File: src/rtl/l1_thresh_sequencer_if.sv
// Software-side write/commit channel and trigger threshold port of l1_thresh_sequencer.
interface l1_thresh_sequencer_if #(
    parameter int NBEAMS    = 2,
    parameter int BEAM_BITS = 6
);
    logic                 wr_valid_i;
    logic                 wr_ready_o;
    logic [BEAM_BITS-1:0] wr_beam_i;
    logic [17:0]          wr_thresh_i;
    logic                 commit_i;
    logic                 clr_err_i;
    logic [17:0]          thresh_o;
    logic [NBEAMS-1:0]    thresh_ce_o;
    logic                 update_o;
    logic                 busy_o;
    logic                 done_o;
    logic                 err_o;
    logic [15:0]          commit_count_o;

    modport master (
        output wr_valid_i, wr_beam_i, wr_thresh_i, commit_i, clr_err_i,
        input  wr_ready_o, thresh_o, thresh_ce_o, update_o, busy_o, done_o, err_o,
               commit_count_o
    );

    modport slave (
        input  wr_valid_i, wr_beam_i, wr_thresh_i, commit_i, clr_err_i,
        output wr_ready_o, thresh_o, thresh_ce_o, update_o, busy_o, done_o, err_o,
               commit_count_o
    );
endinterface

File: src/rtl/l1_thresh_sequencer.sv
// Shadow threshold table for the L1 trigger; on commit streams it out one beam per
// cycle, waits a settle interval, then pulses update so all beams switch together.
module l1_thresh_sequencer #(
    parameter int          NBEAMS         = 2,
    parameter int          BEAM_BITS      = 6,
    parameter logic [17:0] DEFAULT_THRESH = 18'h3FFFF,
    parameter int          SETTLE_CYCLES  = 4
) (
    input logic                  wb_clk_i,
    input logic                  wb_rst_i,
    l1_thresh_sequencer_if.slave bus
);
    localparam logic [2:0] S_IDLE   = 3'd0;
    localparam logic [2:0] S_LOAD   = 3'd1;
    localparam logic [2:0] S_SETTLE = 3'd2;
    localparam logic [2:0] S_UPDATE = 3'd3;
    localparam logic [2:0] S_DONE   = 3'd4;

    logic [2:0]           state;
    logic [2:0]           state_next;
    logic [BEAM_BITS-1:0] idx;
    logic [7:0]           settle_cnt;
    logic                 pending;
    logic [17:0]          tbl [NBEAMS];

    logic [17:0]       thresh;
    logic [NBEAMS-1:0] thresh_ce;
    logic              update;
    logic              busy;
    logic              done;
    logic              err;
    logic [15:0]       commit_count;

    logic              wr_ready;
    logic              wr_fire;
    logic              beam_ok;
    logic              last_beam;
    logic              settle_last;
    logic [17:0]       cur_thresh;
    logic [NBEAMS-1:0] cur_onehot;

    assign wr_ready    = (state == S_IDLE);
    assign wr_fire     = bus.wr_valid_i && wr_ready;
    assign beam_ok     = (int'(bus.wr_beam_i) < NBEAMS);
    assign last_beam   = (int'(idx) == NBEAMS - 1);
    assign settle_last = (int'(settle_cnt) == SETTLE_CYCLES - 1);

    // Table read and ce decode as loops so the index width never has to match log2(NBEAMS).
    always_comb begin
        cur_thresh = '0;
        cur_onehot = '0;
        for (int b = 0; b < NBEAMS; b++) begin
            if (int'(idx) == b) begin
                cur_thresh    = tbl[b];
                cur_onehot[b] = 1'b1;
            end
        end
    end

    always_comb begin
        state_next = state;
        case (state)
            S_IDLE:   if (bus.commit_i) state_next = S_LOAD;
            S_LOAD:   if (last_beam) state_next = (SETTLE_CYCLES == 0) ? S_UPDATE : S_SETTLE;
            S_SETTLE: if (settle_last) state_next = S_UPDATE;
            S_UPDATE: state_next = S_DONE;
            S_DONE:   state_next = (pending || bus.commit_i) ? S_LOAD : S_IDLE;
            default:  state_next = S_IDLE;
        endcase
    end

    always_ff @(posedge wb_clk_i or posedge wb_rst_i) begin
        if (wb_rst_i) begin
            state        <= S_IDLE;
            idx          <= '0;
            settle_cnt   <= '0;
            pending      <= 1'b0;
            thresh       <= '0;
            thresh_ce    <= '0;
            update       <= 1'b0;
            busy         <= 1'b0;
            done         <= 1'b0;
            err          <= 1'b0;
            commit_count <= '0;
            for (int b = 0; b < NBEAMS; b++) tbl[b] <= DEFAULT_THRESH;
        end else begin
            state      <= state_next;
            busy       <= (state_next != S_IDLE);
            idx        <= (state == S_LOAD) ? idx + 1'b1 : '0;
            settle_cnt <= (state == S_SETTLE) ? settle_cnt + 8'd1 : 8'd0;
            thresh_ce  <= (state == S_LOAD) ? cur_onehot : '0;
            update     <= (state == S_UPDATE);
            done       <= (state == S_DONE);
            if (state == S_LOAD) thresh <= cur_thresh;
            if (state == S_UPDATE) commit_count <= commit_count + 16'd1;

            // DONE consumes the pending request (and any commit arriving that cycle).
            if (state == S_DONE) pending <= 1'b0;
            else if (state != S_IDLE && bus.commit_i) pending <= 1'b1;

            if (wr_fire && beam_ok) begin
                for (int b = 0; b < NBEAMS; b++) begin
                    if (int'(bus.wr_beam_i) == b) tbl[b] <= bus.wr_thresh_i;
                end
            end

            if (wr_fire && !beam_ok) err <= 1'b1;
            else if (bus.clr_err_i) err <= 1'b0;
        end
    end

    assign bus.wr_ready_o     = wr_ready;
    assign bus.thresh_o       = thresh;
    assign bus.thresh_ce_o    = thresh_ce;
    assign bus.update_o       = update;
    assign bus.busy_o         = busy;
    assign bus.done_o         = done;
    assign bus.err_o          = err;
    assign bus.commit_count_o = commit_count;
endmodule

File: src/flat_wrapper.sv
// flat-port wrapper written by rule: the top's interface ports become plain ports
module l1_thresh_sequencer_flat 
#(
    parameter int          NBEAMS         = 2,
    parameter int          BEAM_BITS      = 6,
    parameter logic [17:0] DEFAULT_THRESH = 18'h3FFFF,
    parameter int          SETTLE_CYCLES  = 4
)
  (wb_clk_i, wb_rst_i, bus_wr_valid_i, bus_wr_beam_i, bus_wr_thresh_i, bus_commit_i, bus_clr_err_i, bus_wr_ready_o, bus_thresh_o, bus_thresh_ce_o, bus_update_o, bus_busy_o, bus_done_o, bus_err_o, bus_commit_count_o);
  l1_thresh_sequencer_if #(.NBEAMS(NBEAMS), .BEAM_BITS(BEAM_BITS)) bus_i ();
  input logic wb_clk_i;
  input logic wb_rst_i;
  input wire logic [$bits(bus_i.wr_valid_i)-1:0] bus_wr_valid_i;
  input wire logic [$bits(bus_i.wr_beam_i)-1:0] bus_wr_beam_i;
  input wire logic [$bits(bus_i.wr_thresh_i)-1:0] bus_wr_thresh_i;
  input wire logic [$bits(bus_i.commit_i)-1:0] bus_commit_i;
  input wire logic [$bits(bus_i.clr_err_i)-1:0] bus_clr_err_i;
  output wire logic [$bits(bus_i.wr_ready_o)-1:0] bus_wr_ready_o;
  output wire logic [$bits(bus_i.thresh_o)-1:0] bus_thresh_o;
  output wire logic [$bits(bus_i.thresh_ce_o)-1:0] bus_thresh_ce_o;
  output wire logic [$bits(bus_i.update_o)-1:0] bus_update_o;
  output wire logic [$bits(bus_i.busy_o)-1:0] bus_busy_o;
  output wire logic [$bits(bus_i.done_o)-1:0] bus_done_o;
  output wire logic [$bits(bus_i.err_o)-1:0] bus_err_o;
  output wire logic [$bits(bus_i.commit_count_o)-1:0] bus_commit_count_o;
  assign bus_i.wr_valid_i = bus_wr_valid_i;
  assign bus_i.wr_beam_i = bus_wr_beam_i;
  assign bus_i.wr_thresh_i = bus_wr_thresh_i;
  assign bus_i.commit_i = bus_commit_i;
  assign bus_i.clr_err_i = bus_clr_err_i;
  assign bus_wr_ready_o = bus_i.wr_ready_o;
  assign bus_thresh_o = bus_i.thresh_o;
  assign bus_thresh_ce_o = bus_i.thresh_ce_o;
  assign bus_update_o = bus_i.update_o;
  assign bus_busy_o = bus_i.busy_o;
  assign bus_done_o = bus_i.done_o;
  assign bus_err_o = bus_i.err_o;
  assign bus_commit_count_o = bus_i.commit_count_o;
  l1_thresh_sequencer #(.NBEAMS(NBEAMS), .BEAM_BITS(BEAM_BITS), .DEFAULT_THRESH(DEFAULT_THRESH), .SETTLE_CYCLES(SETTLE_CYCLES)) u_core (.wb_clk_i(wb_clk_i), .wb_rst_i(wb_rst_i), .bus(bus_i));
endmodule
File: config.mk
export PLATFORM = sky130hd
export DESIGN_NAME = l1_thresh_sequencer_flat
export DESIGN_NICKNAME = d
export VERILOG_FILES = /design/src/rtl/l1_thresh_sequencer_if.sv /design/src/rtl/l1_thresh_sequencer.sv /design/src/flat_wrapper.sv
export SDC_FILE = /design/constraint.sdc
export NUM_CORES = 1
export LEC_CHECK = 0
export ABC_AREA = 1
export CAP_MARGIN = 20
export CORE_MARGIN = 1
export CORE_UTILIZATION = 58
export CTS_CLUSTER_SIZE = 30
export DETAILED_ROUTE_END_ITERATION = 7
export PLACE_DENSITY = 0.92
export SYNTH_ARGS = -nofsm -noshare
export SYNTH_HDL_FRONTEND = slang
export SYNTH_SLANG_ARGS = --single-unit
File: constraint.sdc
create_clock -name wb_clk_i -period 9.7 [get_ports wb_clk_i]
set_clock_uncertainty 0.15 [all_clocks]
set_input_delay 2.91 -clock wb_clk_i [delete_from_list [all_inputs] [get_ports wb_clk_i]]
set_output_delay 2.91 -clock wb_clk_i [all_outputs]
set_load 0.005 [all_outputs]
==> results <==
- The critical path crosses 4 cells after its start point.
- The number of antenna repair diodes is 0.
- The time the worst path needs with I/O delays and setup is 4657 ps.
- The fraction of the cycle the final worst path needs is 0.4801.
- The routed design has a little under 9000 um of wire.
- The final count of hold timing violations is 0.
- The initial cell density of the core is 0.5982.
- The largest stage delay on the critical path is about 500 ps.
- The fraction of final layout cells with drive strength greater than 1 is 0.2214.
- The total number of nets in the final design is around 560.
- In this run the horizontal extent of the chip is 88.50 um.
- After detailed routing, the average wire length per cell comes to 13.79 um.
- The count of nets left with antenna violations once routing finished came out at 0.
- The worst hold path stage count is 1.
- Ranked by total cell area, the synthesized netlist is headed by sky130_fd_sc_hd__dfrtp_1 (33%), sky130_fd_sc_hd__dfstp_2 (22%), sky130_fd_sc_hd__nand2_1 (9.6%), sky130_fd_sc_hd__o21ai_2 (7.3%), sky130_fd_sc_hd__nand3_1 (5.9%).
- The cell depth of the worst flop-to-flop path is 8.
- The final non-filler cell total is between 600 and 700.
- The share of the synthesized netlist area taken by xor and xnor gates is 0.02018.
- The synthesized area per cell is roughly 9.5 um2.
- The endpoint type of the worst setup path is a primary output.
- Leaving out fill and tap cells, the most frequent cell in the layout is sky130_fd_sc_hd__nand2_1.
- The total overflow left after global routing is 0.
- The largest area contributor in the netlist is sky130_fd_sc_hd__dfrtp_1.
- At the later pin of the worst-skew pair, clock insertion delay measures approximately 350 ps.
- The combinational family with the most area after synthesis is simple AND/OR/NAND/NOR gates.
- The clock tree from TritonCTS is built.
- The number of H-tree levels is 3.
- The synthesized design contains between 90 and 100 register bits.
- The vias per cell is 5.332.
- The worst voltage drop across the vdd grid is about 110 uV.
- The floorplan step set the die height to 88.50 um.
- Of the total synthesized cell area, the portion taken by full adders, half adders and majority gates is 0.01442.
- For this design, the slowest cell found on the critical path is sky130_fd_sc_hd__clkdlybuf4s50_1.
- The worst-case headroom to the max-slew limit is 0.5097.
- The area share of the largest cell type after synthesis is 0.3345.
- Walking the worst path, the cells encountered are inv_2 > nand2_4 > nor2_4 > clkdlybuf4s50_1.
- The post-CTS setup buffer count is 0.
- The cell row count is 31.
- The number of gates resized after CTS was 0.
- TritonCTS created 9 clock buffers.
- Setup repair after global routing left no endpoint under its margin.
- The type of the worst min-delay path is reg2reg.
- In the synthesized netlist, the number of instances is between 400 and 500.
- The placed cell count is between 600 and 700.
- The final weighted congestion of routability-driven global placement is a little over 0.8.
- In this run, synthesis inferred 0 flip-flops with an integrated enable.
- The count of hold buffers inserted by post-cts repair is 0.
- For this block, the initial DRC count from the detailed router was 215.
- The count of input and output buffers is about 70.
- After filler insertion, the fill cell instance count of the layout stands at approximately 530.
- The synthesized netlist occupies a cell area of roughly 4300 um2.
- The die area is between 7000 and 8000 um2.
- The total count of max-transition violations in the final report is 0.
- The tool flagged a number of max-cap violations equal to 0.
- For this block, the via count after detailed routing is 3,370.
- The global routing usage summed across all routing layers is 0.2447.
- In this run the worst path has a maximum fanout of 4.
- In the final timing run, aggregate negative setup slack is 0 ps.
- The post-synthesis net count is about 500.
- The final-report setup violation count is 0.
- 70 I/O pins were placed.
- The category of cells accounting for the largest share of critical-path delay is buffers and inverters.
- The library cells used most frequently in the layout, excluding fill and tap cells, are sky130_fd_sc_hd__nand2_1 (111), sky130_fd_sc_hd__clkdlybuf4s50_1 (69), sky130_fd_sc_hd__dfrtp_1 (58).
- The number of distinct library cells after synthesis is 27.
- The first global-routing pass estimated around 15,000 um of wire.
- The core region is 7253 um2.
- Derived from the worst setup path, the maximum achievable clock frequency is approximately 210 MHz.
- The wire-length estimate of the detail-placed layout is just over 6000 um.
- The dominant synthesized flop cell is sky130_fd_sc_hd__dfrtp_1.
- The total number of yosys warnings is 0.
- The worst slack at placement is approximately 5000 ps.
- The initial antenna violation count was 0.
- The root buffer cell chosen for the clock tree is sky130_fd_sc_hd__clkbuf_8.
- The analysis attributes to cell leakage a power of 2.346 nW.
- Of the synthesized area, sequential elements account for 0.5525.
- The area fraction in compound gates after synthesis is 0.09112.
- The via count of the first global-routing pass is between 3,000 and 4,000.
- The critical path contains buffers and inverters numbering 2 combined.
- The actual slew at the worst max-slew pin is between 700 and 800 ps.
- The synthesis-to-finish area growth is 20.85%.
- Measured against the total synthesized area, the mux share comes to 0.
- The proportion of synthesized flip-flops having asynchronous set or reset is 1.000.
- The launching element type of the critical path is a flip-flop.
- The simple-gate portion of the synthesized area is 0.2549.
- The clock drives 94 sinks.
- Data on the critical path is required at its endpoint by ~6600 ps.
- The path type of the worst setup path is reg2out.
- In this run the power density over the cells is between 200 and 250 nW/um2.
- In the routed design, unresolved DRC markers number 0.
- After clock tree synthesis, the clock-pin slew on the worst setup and hold paths is 80 ps.
- The number of buffers on the longest clock path is 2.
- The run finished with clean final reports.
- Before antenna repair, the detailed router went through 4 iterations.
- The largest net degree at the start of global routing is 63.
- The final worst-path setup slack is 5043 ps.
- For the worst setup path, the data arrival time is 1600 ps.
-- synthesized netlist by cell type (2+ instances only) --
library cell and count:
sky130_fd_sc_hd__nand2_1 111, sky130_fd_sc_hd__xor2_1 6, sky130_fd_sc_hd__clkbuf_1 4, sky130_fd_sc_hd__nand3b_1 2, sky130_fd_sc_hd__buf_6 8, sky130_fd_sc_hd__xnor2_1 4
sky130_fd_sc_hd__inv_2 5, sky130_fd_sc_hd__nand2_4 3, sky130_fd_sc_hd__o21ai_0 9, sky130_fd_sc_hd__ha_1 5, sky130_fd_sc_hd__nand2_2 13, sky130_fd_sc_hd__nor3_1 8
sky130_fd_sc_hd__nand4_1 5, sky130_fd_sc_hd__inv_1 42, sky130_fd_sc_hd__o21ai_2 36, sky130_fd_sc_hd__dfstp_2 36, sky130_fd_sc_hd__dfrtp_1 58, sky130_fd_sc_hd__nor2_4 3
sky130_fd_sc_hd__a21oi_1 7, sky130_fd_sc_hd__nor2_1 37, sky130_fd_sc_hd__nand3_1 51
-- metal layers --
| layer | vias up | GRT usage | part of all wire |
|---|---|---|---|
| li1 | 1604 | - | - |
| met1 | 1680 | 0.2800 | 0.41 |
| met2 | 73 | 0.4427 | 0.54 |
| met3 | 13 | 0.03918 | 0.032 |
| met4 | 0 | 0.1246 | 0.014 |
| met5 | - | 0 | 0 |
-- worst register-to-register path, cell delays in order (launching register included) --
cell,delay (ps)
sky130_fd_sc_hd__dfrtp_1,430
sky130_fd_sc_hd__inv_1,90
sky130_fd_sc_hd__ha_1,140
sky130_fd_sc_hd__clkinv_1,500
sky130_fd_sc_hd__nor3_1,390
sky130_fd_sc_hd__nand3_1,170
sky130_fd_sc_hd__clkinv_2,260
sky130_fd_sc_hd__nand2_1,120
sky130_fd_sc_hd__nand3_1,100
-- sequential cells by signal, summed over array words and instances, names as in the netlist --
signal and flops:
u_core.bus.commit_count_o 16, u_core.tbl 36, u_core.pending 1, u_core.state 3, u_core.bus.busy_o 1, u_core.bus.err_o 1
u_core.bus.update_o 1, u_core.bus.thresh_ce_o 2, u_core.bus.thresh_o 18, u_core.bus.done_o 1, u_core.settle_cnt 8, u_core.idx 6
-- power breakdown --
group / switching, W / internal (W) / leakage [nW] / total (W)
Clock: 0.000129 / 0.000114 / 0.0954 / 0.000242
Sequential: 0.0000538 / 0.000472 / 1.16 / 0.000526
Combinational: 0.000194 / 0.000143 / 1.09 / 0.000336
Total: 0.000376 / 0.000729 / 2.35 / 0.00110
-- through the flow --
stage          total power (W)  instance area (um2)  hold WS, ps  utilization
2_1_floorplan        0.0007282                 4339        282.9            -
3_3_place_gp         0.0008548                 5057        297.4       0.6973
3_5_place_dp         0.0008710                 5057        313.6       0.6973
4_1_cts               0.001113                 5244        324.4       0.7230
5_1_grt               0.001172                 5244        341.9       0.7230
6_report              0.001105                 5244        322.4       0.7230
-- cells by family (layout without fill, tap and decap cells) --
family          count (synthesis)  count (layout)
buf+inv                        61             135
fa+ha+maj                       5               5
simple gates                  237             237
compound gates                 52              52
flops                          94              94
xor+xnor                       10              10
-- layout make-up --
class                   count  area [um2]  share of cell area
flip-flops and latches     94        2397              0.4572
repair buffers             70       698.2              0.1331
inverters                  49       186.4             0.03555
clock buffers              13       168.9             0.03221
multi-input cells         304        1652              0.3150
well taps                  99       123.9             0.02362
clock inverters             3       17.52            0.003340
-- path summary, 6_finish.rpt --
path                                                start                                         to  slack, ps
max in group asynchronous                        wb_rst_i                    u_core.idx[5]$_DFF_PP0_       5520
min in group asynchronous                        wb_rst_i  u_core.bus.commit_count_o[10]$_DFFE_PP0N_       2750
min                        u_core.settle_cnt[0]$_DFF_PP0_             u_core.settle_cnt[0]$_DFF_PP0_        320
min reg2reg                u_core.settle_cnt[0]$_DFF_PP0_             u_core.settle_cnt[0]$_DFF_PP0_        320
max                             u_core.state[1]$_DFF_PP0_                             bus_wr_ready_o       5040
max reg2reg                       u_core.idx[1]$_DFF_PP0_         u_core.bus.thresh_o[6]$_DFFE_PP0P_       7290
(Power assumes the default switching activity.)
